**src/rtl/bennett_phase_clock.sv**
```systemverilog
// Bennett-style multi-phase clock generator.
// A free-running step counter walks 0 .. 2*PHASES-1. Phases rise in ascending
// order, then fall in descending order, so the phases stay nested. The last
// step is an idle step where every phase is low. That idle step also marks the
// instruction boundary.
// Every output is decoded from the *next* step value and then registered, so
// downstream reversible stages see glitch-free edges.
module bennett_phase_clock #(
  parameter int PHASES = 10
) (
  input  logic              clk,
  input  logic              reset,
  output logic [PHASES-1:0] clkp,
  output logic              Mclk,
  output logic              instFlag
);

  localparam int              STEPS = 2 * PHASES;
  localparam int              SW    = $clog2(STEPS);
  localparam logic [SW-1:0]   LAST  = SW'(STEPS - 1);
  localparam logic [SW-1:0]   HALF  = SW'(PHASES);

  logic [SW-1:0]     r_step;
  logic [PHASES-1:0] r_clkp;
  logic              r_mclk;
  logic              r_inst_flag;

  logic [SW-1:0]     w_step_next;
  logic [PHASES-1:0] w_clkp_next;
  logic              w_mclk_next;
  logic              w_inst_flag_next;

  // Next step: count up and wrap from the idle step back to step 0.
  always_comb begin
    w_step_next = (r_step == LAST) ? '0 : r_step + SW'(1);
  end

  // Decode the next step into phase levels, the master clock and the boundary flag.
  // Phase i is high for steps i .. 2N-2-i. This makes phase i+1 a subset of phase i.
  always_comb begin
    // NOTE: every combinational output gets a default before any conditional
    // update. No path can then leave it unassigned and infer a latch.
    w_clkp_next = '0;
    for (int i = 0; i < PHASES; i++) begin
      w_clkp_next[i] = (int'(w_step_next) >= i) && (int'(w_step_next) <= STEPS - 2 - i);
    end
    w_mclk_next      = (w_step_next < HALF);
    w_inst_flag_next = (w_step_next == LAST);
  end

  // Step counter and registered outputs. Reset parks the counter on the idle
  // step, so the first edge after release lands on step 0. Reset forces all
  // outputs low at once, even though the idle step would raise the boundary flag.
  always_ff @(posedge clk or negedge reset) begin
    if (!reset) begin
      // NOTE: sequential state uses non-blocking assignments. Every register
      // then samples the pre-edge values, whatever order the statements are in.
      r_step      <= LAST;
      r_clkp      <= '0;
      r_mclk      <= 1'b0;
      r_inst_flag <= 1'b0;
    end else begin
      r_step      <= w_step_next;
      r_clkp      <= w_clkp_next;
      r_mclk      <= w_mclk_next;
      r_inst_flag <= w_inst_flag_next;
    end
  end

  assign clkp     = r_clkp;
  assign Mclk     = r_mclk;
  assign instFlag = r_inst_flag;

endmodule

```
**config.mk**
```make
export PLATFORM = sky130hd
export DESIGN_NAME = bennett_phase_clock
export DESIGN_NICKNAME = d
export VERILOG_FILES = /design/src/rtl/bennett_phase_clock.sv
export SDC_FILE = /design/constraint.sdc
export NUM_CORES = 1
export LEC_CHECK = 0
export BUFFER_PORTS_ARGS = -buffer_cell sky130_fd_sc_hd__buf_4
export CAP_MARGIN = 30
export CORE_MARGIN = 1
export CORE_UTILIZATION = 51
export CTS_CLUSTER_DIAMETER = 150
export DETAILED_ROUTE_END_ITERATION = 10
export PLACE_DENSITY = 0.74
export SETUP_SLACK_MARGIN = 0.15
export SKIP_CTS_REPAIR_TIMING = 1
export SLEW_MARGIN = 20
export SYNTH_ARGS = -nofsm -noshare
export SYNTH_HDL_FRONTEND = slang
export SYNTH_SLANG_ARGS = --single-unit
```
**constraint.sdc**
```tcl
create_clock -name clk -period 2.4 [get_ports clk]
set_input_delay 0 -clock clk [delete_from_list [all_inputs] [get_ports clk]]
set_output_delay 0 -clock clk [all_outputs]
set_load 0.02 [all_outputs]
```
Yosys cells after proc, flatten, opt, wreduce, memory -nomap -nowiden
Cells that the tools add are included.
{"block": "totals", "in_bits": 2, "word_cells": 37, "out_inout_bits": 12, "reg_bits": 17}
{"block": "op_classes", "n_reduce_logical": 9, "n_eq_ne": 2, "mux": 1, "n_lt_le_gt_ge": 20, "n_addsub": 1}
{"cell": "$le 5x4->1 const B", "n": 7}
{"cell": "$ge 5x3->1 const B", "n": 4}
{"cell": "$le 5x5->1 const B", "n": 3}
{"cell": "$eq 5x5->1 const B", "n": 2}
{"cell": "$ge 5x2->1 const B", "n": 2}
{"cell": "$ge 5x4->1 const B", "n": 2}
{"cell": "$logic_and 1x1->1", "n": 9}
{"cell": "$add 5x1->5 const B", "n": 1}
{"cell": "$ge 5x1->1 const B", "n": 1}
{"cell": "$lt 5x4->1 const B", "n": 1}
{"cell": "$mux 5", "n": 1}

Logic depth before layout (Yosys ltp)
Gate-level depths: netlist (run 1).
{"block": "logic_depth", "ltp_word": 4, "ltp_mapped": 7}

Worst setup path before layout (run 1)
No wires, ideal clock.
{"block": "synth_path", "path_kind": "register to register", "start": "reg r_step[0]", "end": "reg r_clkp[5] (netlist: clkp[5])", "t_arrival_ns": 1.646, "required_time_ns": 2.318, "stages_incl_launch_ff": 6, "period_less_slack_ns": 1.728, "slack_ns": 0.672, "n_path_buf": 0, "cell_sequence": "dfstp_2 > ha_1 > nor2b_2 > a21oi_4 > or3_1 > a31oi_1"}
{"block": "synth_via", "elab_chain_cells": 4, "elab_cells_between_ends": 6, "classes_between": "1 x add/sub; 2 x order compare; 1 x eq/ne; 1 x mux; 1 x reduce/logical"}
{"item": "start, declared", "line_no": "23", "rtl": "logic [SW-1:0] r_step;"}
{"item": "start signal, assigned", "line_no": "63", "rtl": "r_step <= w_step_next;"}
{"item": "$add 5x1->5 / $eq 5x5->1 (equally long branches)", "line_no": "35", "rtl": "w_step_next = (r_step == LAST) ? '0 : r_step + SW'(1);"}
{"item": "$mux 5 *", "line_no": "35"}
{"item": "$ge 5x3->1 / $le 5x4->1 (equally long branches)", "line_no": "45", "rtl": "w_clkp_next[i] = (int'(w_step_next) >= i) && (int'(w_step_next) <= STEPS - 2 - i);"}
{"item": "$logic_and 1x1->1 *", "line_no": "45"}
{"item": "net w_clkp_next[5]", "line_no": "29", "rtl": "logic [PHASES-1:0] w_clkp_next;"}
{"item": "end signal, assigned", "line_no": "64", "rtl": "r_clkp <= w_clkp_next;"}
{"item": "end, declared", "line_no": "24", "rtl": "logic [PHASES-1:0] r_clkp;"}
Mark *: on every way through the listed nets, which the timed path passes. The rest lies on a longest branch.

Worst setup path after layout (run 1)
{"block": "layout_path", "start": "reg r_step[0]", "end": "reg r_clkp[1] (netlist: clkp[1])"}
{"block": "layout_via", "elab_chain_cells": 4, "elab_cells_between_ends": 6, "classes_between": "1 x add/sub; 2 x order compare; 1 x eq/ne; 1 x mux; 1 x reduce/logical"}
{"item": "$add 5x1->5 / $eq 5x5->1 (equally long branches)", "line_no": "35"}
{"item": "$mux 5 *", "line_no": "35"}
{"item": "net w_step_next[2]", "line_no": "28", "rtl": "logic [SW-1:0] w_step_next;"}
{"item": "$ge 5x1->1 / $le 5x5->1 (equally long branches)", "line_no": "45"}
{"item": "$logic_and 1x1->1 *", "line_no": "45"}
{"item": "net w_clkp_next[1]", "line_no": "29"}
Marked as above.

==> results_dict.tcl, run 1 <==
set metrics [dict create \
    status "finished, final reports clean" \
    yosys.area.top_type_share_pct 47.0 \
    finalSetupTns_ns 0 \
    max-vdd-ir-drop_uv 286 \
    setup.worst_path.end "clkp[1]" \
    setup_viol 0 \
    cts_tree "yes" \
    skew_ns 0.00362 \
    drive_gt1_share_pct 32.5 \
    yosysTopAreaCell "dfrtp_1" \
    grt_pass1_wl_um 2030 \
    critPathArrivalTime_ns 2.09 \
    cp-end-kind "register" \
    cp-start-kind "register" \
    grt_max_degree 18 \
    p_sw_uw 86.4 \
    fmax_ghz 0.511 \
    synth_area_leaders "dfrtp_1 47%, dfstp_2 11%, nand2_1 4.5%" \
    die_h_um 40.2 \
    worstSkewPairLatency_ns 0.28 \
    switching_share_pct 19.7 \
    vias_per_cell 5.38 \
    synth_compound_area_share_pct 12.9 \
    power.internal_uw 353 \
    syn_to_final_growth_pct 19.8 \
    synthArstFlopShare_pct 100 \
    h-tree-depth 1 \
    track_usage_pct 20.2 \
    dpl_cell_area_sq_um 857 \
    clk_path_buf_depth 2 \
    synth_mux_area_share_pct 2.68 \
    power_leakage_nw 0.374 \
    reg2reg_slack_ns 0.44 \
    fin_crit_ns 1.96 \
    power_per_cell_area_nw_per_um2 492 \
    synthesis.area_sq_um 746 \
    netlist_top_cells_count "14 x dfrtp_1, 9 x nand2_1, 5 x a21oi_1" \
    utilization_pct 67.0 \
    ios 14 \
    netlist_instances 66 \
    dieArea_sq_um 1620 \
    vias 527 \
    combPwrFrac_pct 1.7 \
    timing_max_transition_violations_final 0 \
    worstPathRequired_ns 2.54 \
    place.gp.congestion 0.780 \
    seq_area_frac_synth_pct 57.6 \
    reg2reg_to "clkp[1]" \
    wl_per_cell_um 13.6 \
    yosysMostFrequentCell "dfrtp_1" \
    synth_top_family_by_area "simple AND/OR/NAND/NOR gates" \
    rsz0062_at_grt "no" \
    antenna_cells 0 \
    synthXorXnorAreaFrac_pct 2.18 \
    whs_ns 0.106 \
    drc 0 \
    die_x_um 40.2 \
    synth_ff_type "dfrtp_1" \
    io_buffers 13 \
    ys_ff_latch 17 \
    synth_adder_area_share_pct 1.68 \
    drt_wl_total_um 1340 \
    tightestPinTransition_ns 0.509 \
    rows 13 \
    cap_violations 0 \
    start_util_pct 55.9 \
    reg2reg_depth 7 \
    synth_edf_count 0 \
    nNetsFinal 87 \
    crit_type "reg -> reg" \
    synth.yosys.warnings 0 \
    drtIter0Drc 6 \
    clockPowerShare_pct 33.1 \
    avgSynthCellArea_sq_um 11.3 \
    fin_crit_sh_pct 81.5 \
    synthSimpleGateAreaFrac_pct 20.8 \
    r2r-start "r_step[0]" \
    critPathLaunch "r_step[0]" \
    slew-limit-headroom_pct 65.2 \
    hold_violations 0 \
    cts-buffers-inserted 3 \
    dpl.hpwl_um 927 \
    cts.reportedPaths.clkPinSlew_ns 0.09 \
    hold_path_class "in -> async" \
    synth_nets 69 \
    path_max_fanout 7 \
    firstDrtPassIters 4 \
    seqPwrFrac_pct 65.2 \
    yosysUniqueCellTypes 33 \
    first_global_vias 440 \
    finish.instance_area_sq_um 893 \
    design.core.area_sq_um 1330 \
    cts_root_buf "clkbuf_4" \
    final_antenna_net_count 0 \
    grt_overflow 0 \
    cts.sinks 17 \
    antenna_found_initial 0 \
]
==> power groups by stage <==
stage	Sequential, mW	Clock [mW]	Combinational (mW)
floorplan	0.292	0	0.000000139
global placement	0.292	0	0.00667
detailed placement	0.292	0	0.00668
CTS	0.286	0.152	0.00664
global route	0.287	0.166	0.00880
finish	0.286	0.146	0.00744
==> stage by stage <==
step           setup slack (ns)  std cells  power (mW)
6_report                  0.445         98       0.439
5_1_grt                   0.338         98       0.462
4_1_cts                   0.465         97       0.445
3_5_place_dp              0.482         93       0.299
3_3_place_gp              0.535         93       0.299
2_1_floorplan             0.672         66       0.292
==> logic make-up after synthesis <==
| family | Yosys count |
|---|---|
| AO/OA/AOI/OAI | 14 |
| XOR/XNOR | 1 |
| adder cells (fa/ha/maj) | 1 |
| buffers and inverters | 4 |
| flip-flops | 17 |
| multiplexers | 2 |
| AND/OR/NAND/NOR | 27 |
==> flip-flops by register name, indices dropped and copies added, names as in the netlist <==
name      cells
Mclk          1
clkp         10
r_step        5
instFlag      1
==> worst max-delay path: stages, from the launching register on <==
cell and delay, ns:
dfstp_2 0.60, ha_1 0.28, and2b_1 0.25, a21oi_4 0.16, inv_2 0.08, nor2_2 0.18
nand2_2 0.11, mux2i_1 0.16
==> worst min-delay path by stage <==
stage | startpoint | endpoint | slack [ns]
floorplan | reset | Mclk | -0.30
global placement | reset | clkp[9] | -0.13
detailed placement | reset | clkp[2] | -0.13
CTS | reset | clkp[8] | -0.44
global route | reset | clkp[2] | 0.11
finish | reset | clkp[2] | 0.11
==> layer usage <==
metal  GRT usage [%]  wire length [um]  vias to the layer above
met5               0                 0                        -
met3            3.33                46                        2
met4            12.5                11                        0
li1                -                 -                      262
met1            27.0               576                      251
met2            30.2               700                       12
==> layout make-up <==
class | count | area, sq um
Inverter | 3 | 11.3
Multi-Input combinational cell | 45 | 300
Tap cell | 15 | 18.8
Clock buffer | 4 | 26.3
Fill cell | 113 | 440
Timing Repair Buffer | 14 | 108
Sequential cell | 17 | 429
==> cell usage in the layout, fill, tap and decap left out, types with 2 or more instances in the layout <==
| cell type | synthesis | layout |
|---|---|---|
| a21oi_1 | 5 | 5 |
| buf_4 | 0 | 13 |
| clkbuf_4 | 0 | 3 |
| dfrtp_1 | 14 | 14 |
| dfstp_2 | 3 | 3 |
| inv_1 | 2 | 2 |
| mux2i_1 | 2 | 2 |
| nand2_1 | 9 | 9 |
| nand2b_1 | 3 | 3 |
| o21ai_0 | 2 | 2 |
| or3_1 | 2 | 2 |
No activity file was read; power rests on OpenSTA's default activity.
==> inputs of run 2 (changes only) <==
==> constraint.sdc (replaced) <==
create_clock -name clk -period 2 [get_ports clk]
set_input_delay 0 -clock clk [delete_from_list [all_inputs] [get_ports clk]]
set_output_delay 0 -clock clk [all_outputs]
set_load 0.02 [all_outputs]
==> results_dict.tcl, run 2 (synthesized netlist as in run 1, its figures left out) <==
set metrics [dict create \
    final_antenna_net_count 0 \
    vias 529 \
    syn_to_final_growth_pct 24.5 \
    drtIter0Drc 11 \
    cts.sinks 17 \
    rows 13 \
    antenna_cells 0 \
    vias_per_cell 5.34 \
    cts.reportedPaths.clkPinSlew_ns 0.09 \
    drive_gt1_share_pct 35.7 \
    critPathArrivalTime_ns 1.94 \
    grt_overflow 0 \
    worst_path_max_delay_cell "dfstp_2" \
    fmax_ghz 0.559 \
    rsz0062_at_grt "yes" \
    cts_root_buf "clkbuf_4" \
    grt_max_degree 18 \
    fin_crit_sh_pct 89.5 \
    drt_wl_total_um 1280 \
    worstPathRequired_ns 2.15 \
    cts-buffers-inserted 3 \
    reg2reg_slack_ns 0.21 \
    drc 0 \
    reg2reg_to "clkp[2]" \
    io_buffers 13 \
    crit_chain "ha_4 > and2b_1 > a21oi_4 > inv_2 > nor2_4 > nand2_2 > mux2i_1" \
    die_x_um 40.2 \
    grt_pass1_wl_um 2110 \
    start_util_pct 55.9 \
    largest_reg_flops 10 \
    whs_ns 0.0995 \
    first_global_vias 463 \
    crit_type "reg -> reg" \
    design.core.area_sq_um 1330 \
    fin_crit_ns 1.79 \
    slew-limit-headroom_pct 67.1 \
    dieArea_sq_um 1620 \
    reg2reg_depth 7 \
    worstSkewPairLatency_ns 0.28 \
    path_max_fanout 7 \
    hold_path_class "in -> async" \
    track_usage_pct 20.5 \
    h-tree-depth 1 \
    antenna_found_initial 0 \
    place.gp.congestion 0.758 \
    ios 14 \
    die_h_um 40.2 \
    wl_per_cell_um 12.9 \
    final_cell_mix "14 x dfrtp_1, 14 x buf_4, 9 x nand2_1" \
    hold_violations 0 \
    tightestPinTransition_ns 0.491 \
    cts_tree "yes" \
    max-vdd-ir-drop_uv 473 \
    cap_violations 0 \
    r2r-start "r_step[0]" \
    nNetsFinal 88 \
    setup_viol 0 \
    cp-end-kind "register" \
    status "finished, final reports clean" \
    power_per_cell_area_nw_per_um2 573 \
    dpl.hpwl_um 888 \
    firstDrtPassIters 4 \
    clk_path_buf_depth 2 \
    power_uw 532 \
    timing_max_transition_violations_final 0 \
    skew_ns 0.000445 \
    finalSetupTns_ns 0 \
    power_leakage_nw 0.380 \
    cp_slowest_stage_delay_ns 0.61 \
    cp-start-kind "register" \
]
-- run 2: power breakdown --
| part | total (mW) | internal (mW) | switching [mW] |
|---|---|---|---|
| registers | 0.344 | 0.344 | 0 |
| logic | 0.00888 | 0.00261 | 0.00627 |
| clock network | 0.179 | 0.0775 | 0.101 |
| total | 0.532 | 0.424 | 0.108 |
-- run 2: metrics by stage --
stage	area, sq um	instances	setup WS, ns	utilization [%]
4_1_cts	883	97	0.0798	66.2
5_1_grt	928	99	0.115	69.6
6_report	928	99	0.211	69.6
2_1_floorplan	746	66	0.272	-
3_5_place_dp	857	93	0.0941	64.3
3_3_place_gp	857	93	0.127	64.3
-- run 2: worst max-delay path by stage --
stage	startpoint	endpoint	cells past startpoint
6_report	r_step[0]	clkp[2]	7
5_1_grt	r_step[0]	clkp[1]	7
4_1_cts	r_step[0]	clkp[2]	7
3_5_place_dp	r_step[0]	clkp[2]	7
3_3_place_gp	r_step[0]	clkp[1]	7
2_1_floorplan	r_step[0]	clkp[5]	5
-- run 2: layout make-up --
cell class	instances	area [sq um]
flip-flops and latches	17	429
fillers	113	405
multi-input cells	45	328
repair buffers	15	115
clock buffers	4	26.3
well taps	15	18.8
inverters	3	11.3
-- run 2: worst max-delay path, delay by kind of cell, from the launching register on --
| family | cells | cell delay, ns |
|---|---|---|
| muxes | 1 | 0.14 |
| AOI/OAI and AO/OA | 1 | 0.16 |
| buffers and inverters | 1 | 0.08 |
| and+or+nand+nor | 3 | 0.48 |
| DFF | 1 | 0.61 |
| adders and majority gates | 1 | 0.19 |
-- run 2: metal layers --
metal	vias up	share of wire, %	track usage [%]
met3	2	4.4	5.00
li1	266	-	-
met2	12	44	31.9
met4	0	1.5	7.50
met5	-	0	0
met1	249	50	27.6
